`src/rtl/ps2_rx_frontend.sv`:
```
// ps2_rx_frontend
//   PS/2 device-to-host receiver. Synchronises and deglitches the raw
//   ps2clk/ps2dat pins, deserialises 11-bit frames (start, 8 data LSB first,
//   odd parity, stop) and presents each scan code on a valid/ready holding
//   register. Single clock domain.
//
// Ports
//   clk         system clock
//   reset_n     asynchronous active-low reset
//   ps2clk      raw PS/2 clock pin (asynchronous)
//   ps2dat      raw PS/2 data pin (asynchronous)
//   data        received byte, stable while data_valid=1
//   data_valid  data holds an unconsumed byte
//   data_ready  consumer takes data this cycle when data_valid=1
//   parity_err  1-cycle pulse: frame dropped on parity mismatch
//   frame_err   1-cycle pulse: bad start, bad stop or inter-edge timeout
//   overrun     1-cycle pulse: finished byte dropped, holding register full
//   busy        receive FSM not idle
module ps2_rx_frontend #(
    parameter int FILTER_LEN     = 8,
    parameter int TIMEOUT_CYCLES = 50000
) (
    input  logic       clk,
    input  logic       reset_n,
    input  logic       ps2clk,
    input  logic       ps2dat,
    output logic [7:0] data,
    output logic       data_valid,
    input  logic       data_ready,
    output logic       parity_err,
    output logic       frame_err,
    output logic       overrun,
    output logic       busy
);

    localparam int FCW = $clog2(FILTER_LEN + 1);
    localparam int TCW = $clog2(TIMEOUT_CYCLES + 1);

    typedef enum logic [1:0] {IDLE, DATA, PARITY, STOP} state_t;

    // ---------------- synchronisers (idle-high bus) ----------------
    logic clk_s1_q, clk_s2_q, dat_s1_q, dat_s2_q;

    always_ff @(posedge clk or negedge reset_n) begin
        if (!reset_n) begin
            clk_s1_q <= 1'b1;
            clk_s2_q <= 1'b1;
            dat_s1_q <= 1'b1;
            dat_s2_q <= 1'b1;
        end else begin
            clk_s1_q <= ps2clk;
            clk_s2_q <= clk_s1_q;
            dat_s1_q <= ps2dat;
            dat_s2_q <= dat_s1_q;
        end
    end

    // ---------------- deglitch filters ----------------
    // The filtered level flips on the FILTER_LEN-th consecutive sample that
    // disagrees with it; any agreeing sample restarts the count.
    logic           clk_filt_q, clk_filt_d, dat_filt_q, dat_filt_d;
    logic [FCW-1:0] clk_cnt_q, clk_cnt_d, dat_cnt_q, dat_cnt_d;
    logic           fall_q;

    always_comb begin
        clk_filt_d = clk_filt_q;
        clk_cnt_d  = '0;
        if (clk_s2_q != clk_filt_q) begin
            if (clk_cnt_q == FCW'(FILTER_LEN - 1)) clk_filt_d = clk_s2_q;
            else                                   clk_cnt_d  = clk_cnt_q + FCW'(1);
        end
    end

    always_comb begin
        dat_filt_d = dat_filt_q;
        dat_cnt_d  = '0;
        if (dat_s2_q != dat_filt_q) begin
            if (dat_cnt_q == FCW'(FILTER_LEN - 1)) dat_filt_d = dat_s2_q;
            else                                   dat_cnt_d  = dat_cnt_q + FCW'(1);
        end
    end

    always_ff @(posedge clk or negedge reset_n) begin
        if (!reset_n) begin
            clk_filt_q <= 1'b1;
            clk_cnt_q  <= '0;
            dat_filt_q <= 1'b1;
            dat_cnt_q  <= '0;
            fall_q     <= 1'b0;
        end else begin
            clk_filt_q <= clk_filt_d;
            clk_cnt_q  <= clk_cnt_d;
            dat_filt_q <= dat_filt_d;
            dat_cnt_q  <= dat_cnt_d;
            // strobe aligns with the cycle the filtered clock is first low
            fall_q     <= clk_filt_q & ~clk_filt_d;
        end
    end

    // ---------------- frame FSM + holding register ----------------
    state_t         state_q;
    logic [2:0]     bitcnt_q;
    logic [7:0]     shift_q;
    logic           par_q;
    logic [TCW-1:0] to_cnt_q;
    logic [7:0]     data_q;
    logic           data_valid_q, parity_err_q, frame_err_q, overrun_q, busy_q;

    always_ff @(posedge clk or negedge reset_n) begin
        if (!reset_n) begin
            state_q      <= IDLE;
            bitcnt_q     <= '0;
            shift_q      <= '0;
            par_q        <= 1'b0;
            to_cnt_q     <= '0;
            data_q       <= '0;
            data_valid_q <= 1'b0;
            parity_err_q <= 1'b0;
            frame_err_q  <= 1'b0;
            overrun_q    <= 1'b0;
            busy_q       <= 1'b0;
        end else begin
            parity_err_q <= 1'b0;
            frame_err_q  <= 1'b0;
            overrun_q    <= 1'b0;

            // plain consume; a delivery in the same cycle overrides below
            if (data_valid_q && data_ready) data_valid_q <= 1'b0;

            if (fall_q || state_q == IDLE) to_cnt_q <= '0;
            else                           to_cnt_q <= to_cnt_q + TCW'(1);

            // a falling edge in the timeout cycle keeps the frame alive
            if (state_q != IDLE && !fall_q && to_cnt_q == TCW'(TIMEOUT_CYCLES - 1)) begin
                state_q     <= IDLE;
                busy_q      <= 1'b0;
                frame_err_q <= 1'b1;
            end else if (fall_q) begin
                case (state_q)
                    IDLE: begin
                        if (!dat_filt_q) begin
                            state_q  <= DATA;
                            bitcnt_q <= '0;
                            busy_q   <= 1'b1;
                        end else begin
                            frame_err_q <= 1'b1;
                        end
                    end
                    DATA: begin
                        shift_q  <= {dat_filt_q, shift_q[7:1]};
                        bitcnt_q <= bitcnt_q + 3'd1;
                        if (bitcnt_q == 3'd7) state_q <= PARITY;
                    end
                    PARITY: begin
                        par_q   <= dat_filt_q;
                        state_q <= STOP;
                    end
                    STOP: begin
                        state_q <= IDLE;
                        busy_q  <= 1'b0;
                        if (!dat_filt_q) begin
                            frame_err_q <= 1'b1;
                        end else if (!(^{shift_q, par_q})) begin
                            parity_err_q <= 1'b1;
                        end else if (!data_valid_q || data_ready) begin
                            data_q       <= shift_q;
                            data_valid_q <= 1'b1;
                        end else begin
                            overrun_q <= 1'b1;
                        end
                    end
                    default: state_q <= IDLE;
                endcase
            end
        end
    end

    assign data       = data_q;
    assign data_valid = data_valid_q;
    assign parity_err = parity_err_q;
    assign frame_err  = frame_err_q;
    assign overrun    = overrun_q;
    assign busy       = busy_q;

endmodule

```
`config.mk`:
```
export PLATFORM = sky130hd
export DESIGN_NAME = ps2_rx_frontend
export DESIGN_NICKNAME = d
export VERILOG_FILES = /design/src/rtl/ps2_rx_frontend.sv
export SDC_FILE = /design/constraint.sdc
export NUM_CORES = 1
export LEC_CHECK = 0
export CAP_MARGIN = 20
export CORE_MARGIN = 5
export CORE_UTILIZATION = 30
export CTS_BUF_LIST = sky130_fd_sc_hd__clkbuf_8
export CTS_CLUSTER_SIZE = 10
export DETAILED_ROUTE_END_ITERATION = 10
export GPL_TIMING_DRIVEN = 1
export MAX_ROUTING_LAYER = met4
export PLACE_DENSITY_LB_ADDON = 0.05
export SLEW_MARGIN = 40
export SYNTH_ARGS = -nofsm -noshare
export SYNTH_HDL_FRONTEND = slang
export SYNTH_SLANG_ARGS = --single-unit
```
`constraint.sdc`:
```
create_clock -name clk -period 2.3 [get_ports clk]
set_input_delay 0.46 -clock clk [delete_from_list [all_inputs] [get_ports clk]]
set_output_delay 0.46 -clock clk [all_outputs]
set_load 0.01 [all_outputs]
```
Word-level counts from Yosys, hierarchy flattened
Index checks and enable logic that the tools add are counted.
Cells by class
  $add $sub $neg: 4
  eq/ne operators: 12
  muxes and demuxes: 41
  bitwise logic cells: 3
  reductions and logical operators: 20
Operators by type and width (count)
  $mux W1: 27
  $add A16 B1 Y16 const B: 1
  $eq A16 B16 Y1 const B: 1
  $mux W16: 1
  $mux W4: 4
  $reduce_and A3 Y1: 4
  $reduce_xor A9 Y1: 1
  $add A4 B1 Y4 const B: 2
  $eq A4 B3 Y1 const B: 2
  $mux W2: 4
  $pmux W2 S4: 1
  $pmux W3 S2: 1
  $reduce_and A6 Y1: 1
  $reduce_bool A2 Y1: 3
  $eq A2 B2 Y1 const B: 2
  $pmux W1 S2: 2
  $reduce_and A4 Y1: 1
  $add A3 B1 Y3 const B: 1
  $eq A3 B3 Y1 const B: 1
  $logic_and A1 B1 Y1: 3
  $mux W3: 1
  $ne A3 B2 Y1 const B: 1
  $ne A3 B3 Y1 const B: 1
  $reduce_bool A3 Y1: 1
  9 further kinds: 13
Word-level totals
  register bits after elaboration: 58
  logic and storage cells: 100

Depth between registers and ports, before layout
Gate-level depths: netlist (run 1).
  depth in word-level cells: 8
  gate-level depth with buffers: 7

Worst setup path before layout (run 1)
OpenSTA, ideal clock, no wires.
  kind: register to register
  from: reg state_q[0]
  to: reg busy_q (netlist: busy)
  arrival: 1779 ps
  path slack: 380 ps
  cell stages (with the launch flop): 8
  path buffers: 1
  path through: dfrtp_1 inv_1 ha_1 or2_2 buf_2 nand4b_1 nor4_1 nor2_1
On the way
  word-level cells in the longest chain between the ends: 5
Ends and longest elaborated chain
  start: declaration: RTL line 101  | state_t state_q;
  start signal: assignment: RTL line 111  | state_q <= IDLE;
  start signal: assignment: RTL line 135  | state_q <= IDLE;
  start signal: assignment: RTL line 142  | state_q <= DATA;
  $reduce_bool A2 Y1: RTL line 134  | if (state_q != IDLE && !fall_q && to_cnt_q == TCW'(TIMEOUT_CYCLES - 1)) begin
  $logic_and A1 B1 Y1 (2 in series): RTL line 134
  $ne A3 B2 Y1 (no source line), or another cell as far along
  $reduce_and A3 Y1 (no source line)
  end signal: assignment: RTL line 136  | busy_q <= 1'b0;
  end signal: assignment: RTL line 144  | busy_q <= 1'b1;
  end signal: assignment: RTL line 160  | busy_q <= 1'b0;
  end: declaration: RTL line 107  | logic data_valid_q, parity_err_q, frame_err_q, overrun_q, busy_q;
Parallel ways exist; a longest one is shown, timed or not. The select of a mux whose other input is x is not followed.
A chain may end at the register's enable or synchronous reset.

Worst setup path in the final report (run 1)
  from: reg shift_q[1]
  to: reg data_q[4] (netlist: data[4])
On the way
  word-level cells in the longest chain between the ends: 2
Ends and longest elaborated chain
  start: declaration: RTL line 103  | logic [7:0] shift_q;
  start signal: assignment: RTL line 150  | shift_q <= {dat_filt_q, shift_q[7:1]};
  $reduce_xor A9 Y1: RTL line 163  | end else if (!(^{shift_q, par_q})) begin
  $reduce_and A6 Y1 (no source line)
  end signal: assignment: RTL line 166  | data_q <= shift_q;
  end: declaration: RTL line 106  | logic [7:0] data_q;
No other way between the ends.

==> impl_results.md, run 1 <==
* Critical Path Fanout Max at 8
* Slew Viols, Final at 0
* Antenna cells at 0
* Crit path DAT at between 2 and 2.5 ns
* Chip height at about 100 um
* DRT Wirelength at ~4700 um
* DR WL/cell at around 13 um
* TritonRoute pass-1 iters at 4
* P&R area growth vs syn at 19.8%
* Placer Congestion at approximately 0.71
* Worst Reg-to-Reg Cells at 4
* Total gr overflow at 0
* CP startpoint: shift_q[1]
* Final min period at 1.92 ns
* Syn_nets at between 200 and 250
* CTS resizes at 0
* Die Wd at between 100 and 150 um
* Leakage power at around 1.3 nW
* Synth cell count leaders: dfrtp_1 (52), nor2_1 (27), mux2_2 (19)
* Final Hold Fails at 0
* Mapped Cells at 217
* Synth area leaders: dfrtp_1 (50%), mux2_2 (8.3%), dfstp_2 (6.1%), xnor2_1 (6.1%), ha_1 (4.4%)
* Asr flop ratio synth at 1.00
* First-pass GRT wire length at roughly 8000 um
* Clk sink count at just under 60
* ANT nets after route at 0
* Worst path required time at roughly 2.5 ns
* Final nets at 260
* Number of flops mapped to enable cells by yosys at 0
* Count leader, synth: dfrtp_1
* Total power at 2.21 mW
* Most used DFF post-synth: dfrtp_1
* IO Pins at 18
* Buffer count from post-CTS setup fixing at 0
* Post-Syn Area per Cell at 11.9 um2
* Post-synth cell types at 34
* Clock-pin slew on the worst setup and hold paths at approximately 0.070 ns
* CP Launch Type: flip-flop
* Synth top area share at 0.505
* Slowest stage delay, CP at between 0.4 and 0.5 ns
* Status: complete, no violations
* Final setup fails at 0
* Max transition margin at 0.625
* DRC viols at 0
* CTS tree: built
* Initial Util at 0.311
* Count of port buffers added during placement at 17
* CP cell instances: xor2_1 > xnor3_2 > mux2i_4 > mux2_2
* Max-Cap Viols at 0
* Cts hold-fix bufs at 0
* Sequential share of the synthesized area at 0.566
* Vias in the first global route at roughly 1600
* Mapped Area at approximately 2600 um2
* Synth area leader: dfrtp_1
* Final worst-path cycle share at 0.833
* Die area at roughly 11000 um2
* Post-route setup TNS at 0 ns
* Maximum VDD drop at just over 0.0003 V
* Reg2Reg Launch Point: shift_q[1]
* Slowest cell on crit path: xnor3_2
* RSZ-0062 raised after global routing: no
* Final Non-Filler Cells at roughly 360
* Dpl cells at 340
* CP Capture Type: flip-flop
* H-Tree Depth at 3
* P per Cell Area at 716 nW/um2
* Max Clk Rate at approximately 520 MHz
* Vias/cell at between 4 and 5
* Final clock skew at about 0.0088 ns
* GRT Resource Usage Total at 0.105
* Largest net degree at the start of global routing at 37
* Rows at 33
* Core ar. at 8300 um2
* DR iter-0 viols at 26
* Clock root buffer: clkbuf_8
* Ys Warns at 0
* Synthesis-stage register bit count at just under 60
* DR vias at between 1500 and 2000
* Initial antenna violation count at 0
* DPL Wire Length at 3140 um
* Hold Path Class: in -> async
* Slew @ Worst Pin at 0.563 ns
* Worst skew pair latency at roughly 0.33 ns
* Bufs on Longest Clock Path at 2
* Share of layout cells above drive strength 1 at 0.191
* CTS buffer count at 9
* Crit Path Class: reg -> reg
==> state kept, by name, indices dropped and copies added, names as in the netlist, 2 cells and up <==
register / cells
clk_cnt_q: 4
data: 8
dat_cnt_q: 4
shift_q: 8
to_cnt_q: 16
state_q: 2
bitcnt_q: 3
==> per-stage QoR <==
step / setup slack, ns / util / area, um2 / hold slack, ns
after global routing: 0.248 / 0.372 / 3090 / 0.140
final: 0.384 / 0.372 / 3090 / 0.118
after detailed placement: 0.348 / 0.350 / 2910 / 0.348
after global placement: 0.351 / 0.350 / 2910 / 0.348
after floorplan: 0.380 / - / 2580 / 0.164
after CTS: 0.352 / 0.372 / 3090 / 0.124
==> cells in the final DEF, fill, tap and decap left out, drive strengths merged, types with 2 or more instances in the layout <==
cell / n
buf: 6
nor3b: 3
nand3: 11
dfrtp: 52
or3: 2
mux2: 19
o21ai: 4
nand2: 9
nor2b: 4
clkinv: 2
xnor3: 2
xnor2: 18
nand2b: 2
clkbuf: 12
mux2i: 2
xor2: 2
nor3: 10
nor2: 27
a22o: 3
clkdlybuf4s50: 16
dfstp: 6
inv: 9
ha: 9
nor4: 5
nand4: 3
a21oi: 5
==> area by class of cell <==
type / count / area, um2
tap: 105 / 131
inverter: 7 / 26.3
timing repair buffer: 22 / 215
clock inverter: 4 / 17.5
multi-input combinational: 148 / 1070
sequential: 58 / 1460
fill: 821 / 5210
clock buffer: 12 / 165
==> kinds of logic after synthesis <==
group                    synth area share
buffers and inverters              0.0175
multiplexers                       0.0956
AO/OA/AOI/OAI                      0.0418
XOR/XNOR                           0.0859
adder cells (fa/ha/maj)            0.0437
AND/OR/NAND/NOR                     0.150
flip-flops                          0.566
==> power by group <==
group	internal [mW]	switching, mW	leakage [nW]
clock	0.468	0.384	0.105
sequential	1.10	0.0424	0.784
combinational	0.102	0.119	0.457
==> final timing paths <==
| kind | slack (ns) | to |
|---|---|---|
| min reg2reg | 0.36 | dat_s2_q |
| max reg2reg | 0.38 | data[4] |
| max in group asynchronous | 1.55 | clk_s2_q |
| min | 0.12 | clk_cnt_q[3] |
| min in group clk | 0.36 | dat_s2_q |
| max | 0.38 | data[4] |
==> worst max-delay path: cells and delay by family (launching register included) <==
family	cells	cell delay, ns
muxes	2	0.77
xor gates and xnor gates	2	0.63
DFF	1	0.41
==> metal layers <==
| metal | vias to the layer above | wire length [um] | track usage | part of all wire |
|---|---|---|---|---|
| met4 | 0 | 85 | 0.0454 | 0.018 |
| met3 | 8 | 264 | 0.0372 | 0.056 |
| met2 | 30 | 2090 | 0.150 | 0.44 |
| li1 | 806 | - | - | - |
| met1 | 793 | 2260 | 0.135 | 0.48 |
| met5 | - | 0 | - | 0 |
Note: power is estimated with default switching activity, not from simulation.
==> inputs of run 2 (changes only) <==
clock period = 1.6 ns   (was 2.3 ns; I/O delays follow)
==> run 2 against run 1 <==
Against the previous run:
- the run now ends with setup timing left
- hold slack improved by 0.24 ns
- sequential share of layout area fell by 4.3 points
- die area did not move
- cell area rose by 10%
- worst setup slack got worse by 0.60 ns
- routed wire length rose by 2.9%
- global-route usage rose by 0.21 points
- clock power rose by 49%
- total power rose by 46%
- non-clock buffer count rose by 25
- critical path type unchanged
==> impl_results.md, run 2 (synthesis gave the netlist of run 1 again) <==
* Worst Reg-to-Reg Cells at 5 (was 4)
* Total gr overflow at 0 (unchanged)
* Highest metal used: met4 (unchanged)
* Commonest non-fill, non-tap cells in the layout: dfrtp_1 (52), nor2_1 (27), buf_4 (24) (was dfrtp_1 (52), nor2_1 (27), mux2_2 (19))
* Failing checks: setup timing
* Final WS setup at -0.220 ns (was 0.384 ns)
* Initial antenna violation count at 0 (unchanged)
* Worst skew pair latency at 0.33 ns (about the same)
* Max reg flops at 16 (unchanged)
* Initial Util at 0.311 (unchanged)
* Leakage power at 1.57 nW (was 1.35 nW)
* GRT Resource Usage Total at 0.107 (was 0.105)
* DPL Wire Length at 3170 um (was 3140 um)
* Chip height at 103 um (unchanged)
* Slew @ Worst Pin at 0.349 ns (was 0.563 ns)
* Hold_sp: clk_s1_q
* Bufs on Longest Clock Path at 2 (unchanged)
* Share of layout cells above drive strength 1 at 0.298 (was 0.191)
* First-pass GRT wire length at 8380 um (was 8180 um)
* DRC viols at 0 (unchanged)
* TritonRoute pass-1 iters at 4 (unchanged)
* Crit Path Class: reg -> reg (unchanged)
* Hold-critical path depth at 0
* Hold Path Class: reg -> reg (was in -> async)
* DR WL/cell at 12.7 um (was 13.2 um)
* Wl on met1 at 2360 um (was 2260 um)
* Core ar. at 8300 um2 (unchanged)
* H-Tree Depth at 3 (unchanged)
* Final clock skew at 0.0107 ns (was 0.00881 ns)
* Antenna cells at 0 (unchanged)
* Final Hold Fails at 0 (unchanged)
* Final Core Density at 0.410 (was 0.372)
* CP Launch Type: flip-flop (unchanged)
* Dpl cells at 363 (was 340)
* Clk sink count at 58 (unchanged)
* Count of port buffers added during placement at 17 (unchanged)
* CP startpoint: shift_q[6] (was shift_q[1])
* Slowest stage delay, CP at 0.48 ns (was 0.46 ns)
* CTS tree: built (unchanged)
* CP Capture Type: flip-flop (unchanged)
* Final setup fails at 11 (was 0)
* P per Cell Area at 951 nW/um2 (was 716 nW/um2)
* Register-to-register setup slack at -0.22 ns (was 0.38 ns)
* RSZ-0062 raised after global routing: yes (was no)
* Placer Congestion at 0.695 (was 0.709)
* Final min period at 1.82 ns (was 1.92 ns)
* Vias/cell at 4.46 (was 4.60)
* DRT Wirelength at 4830 um (was 4700 um)
* IO Pins at 18 (unchanged)
* Clock root buffer: clkbuf_8 (unchanged)
* Final worst-path cycle share at 1.14 (was 0.833)
* Slew Viols, Final at 0 (unchanged)
* Vias in the first global route at 1699 (was 1618)
* Rows at 33 (unchanged)
* Max transition margin at 0.766 (was 0.625)
* Largest reg by FF count: to_cnt_q (unchanged)
* Commonest non-fill, non-tap cell in the layout: dfrtp_1 (unchanged)
* Final nets at 285 (was 260)
* Wire length on met3 at 214 um (was 264 um)
* Largest net degree at the start of global routing at 59 (was 37)
* RR Endpoint: data[6] (was data[4])
* Status: complete, but fails checks (was complete, no violations)
* Critical Path Fanout Max at 8 (unchanged)
* Max Clk Rate at 549 MHz (was 522 MHz)
* P&R area growth vs syn at 31.9% (was 19.8%)
* Die area at 10500 um2 (unchanged)
* CP cell instances: xnor2_1 > xnor3_2 > mux2i_4 > buf_12 > mux2_2 (was xor2_1 > xnor3_2 > mux2i_4 > mux2_2)
* DR vias at 1694 (was 1637)
* Crit path DAT at 2.04 ns (was 2.14 ns)
* Clock-pin slew on the worst setup and hold paths at 0.06 ns (was 0.07 ns)
* Hold Crit Endpoint: clk_s2_q
* Slowest cell on crit path: xnor3_2 (unchanged)
* Worst path required time at 1.82 ns (was 2.52 ns)
* Max-Cap Viols at 0 (unchanged)
* ANT nets after route at 0 (unchanged)
* Maximum VDD drop at 0.000388 V (was 0.000302 V)
* Final Non-Filler Cells at 380 (was 356)
* Die Wd at 103 um (unchanged)
* Reg2Reg Launch Point: shift_q[6] (was shift_q[1])
* DR iter-0 viols at 40 (was 26)
* CTS buffer count at 9 (unchanged)
* Met2 WL at 2190 um (was 2090 um)
[run 2: repair_timing]
action / 4_1_cts / 5_1_grt
setup buffers: 1 / 2
cloned: 0 / 0
endpoints found under the setup margin: 15 / 30
hold endpoints to repair: 30 / 0
gates resized for setup: 6 / 18
hold buffers: 1 / 0
pin swaps: 1 / 2
[run 2: cell type report]
| cell class | instances | area [um2] |
|---|---|---|
| Clock buffer | 13 | 179 |
| Clock inverter | 2 | 10.0 |
| Fill cell | 805 | 4900 |
| Inverter | 7 | 31.3 |
| Multi-Input combinational cell | 148 | 1150 |
| Sequential cell | 58 | 1460 |
| Tap cell | 105 | 131 |
| Timing Repair Buffer | 47 | 437 |
[run 2: stage by stage]
step	total power, mW	hold WS [ns]	area (um2)	worst slack [ns]	setup TNS, ns
floorplan	1.87	0.0244	2590	-0.179	-1.44
CTS	3.32	0.357	3330	-0.237	-1.82
detailed placement	2.00	0.347	3100	-0.274	-2.30
global route	3.43	0.360	3400	-0.287	-2.93
global placement	1.99	0.346	3100	-0.264	-2.29
finish	3.23	0.355	3400	-0.220	-1.85
[run 2: metal layers]
metal  vias up  GRT usage
met2        22      0.160
met3         6     0.0426
li1        853          -
met1       813      0.134
met5         -          -
met4         0     0.0333
[run 2: worst max path at each step]
stage               slack, ns  depth (start not counted)       to
floorplan               -0.18                          4  data[0]
global placement        -0.26                          7  data[5]
detailed placement      -0.27                          7  data[3]
CTS                     -0.24                          5  data[4]
global route            -0.29                          6  data[4]
finish                  -0.22                          5  data[6]
[run 2: where the power goes]
group	leakage, nW	internal (mW)	total [mW]	switching (mW)
clock	0.101	0.718	1.27	0.550
combinational	0.681	0.151	0.323	0.172
sequential	0.784	1.58	1.64	0.0654
[run 2: critical path, delay by kind of cell, from the launching register on]
family / cells / cell delay [ns]
XOR/XNOR: 2 / 0.64
buffers and inverters: 1 / 0.16
flip-flops: 1 / 0.39
multiplexers: 2 / 0.53
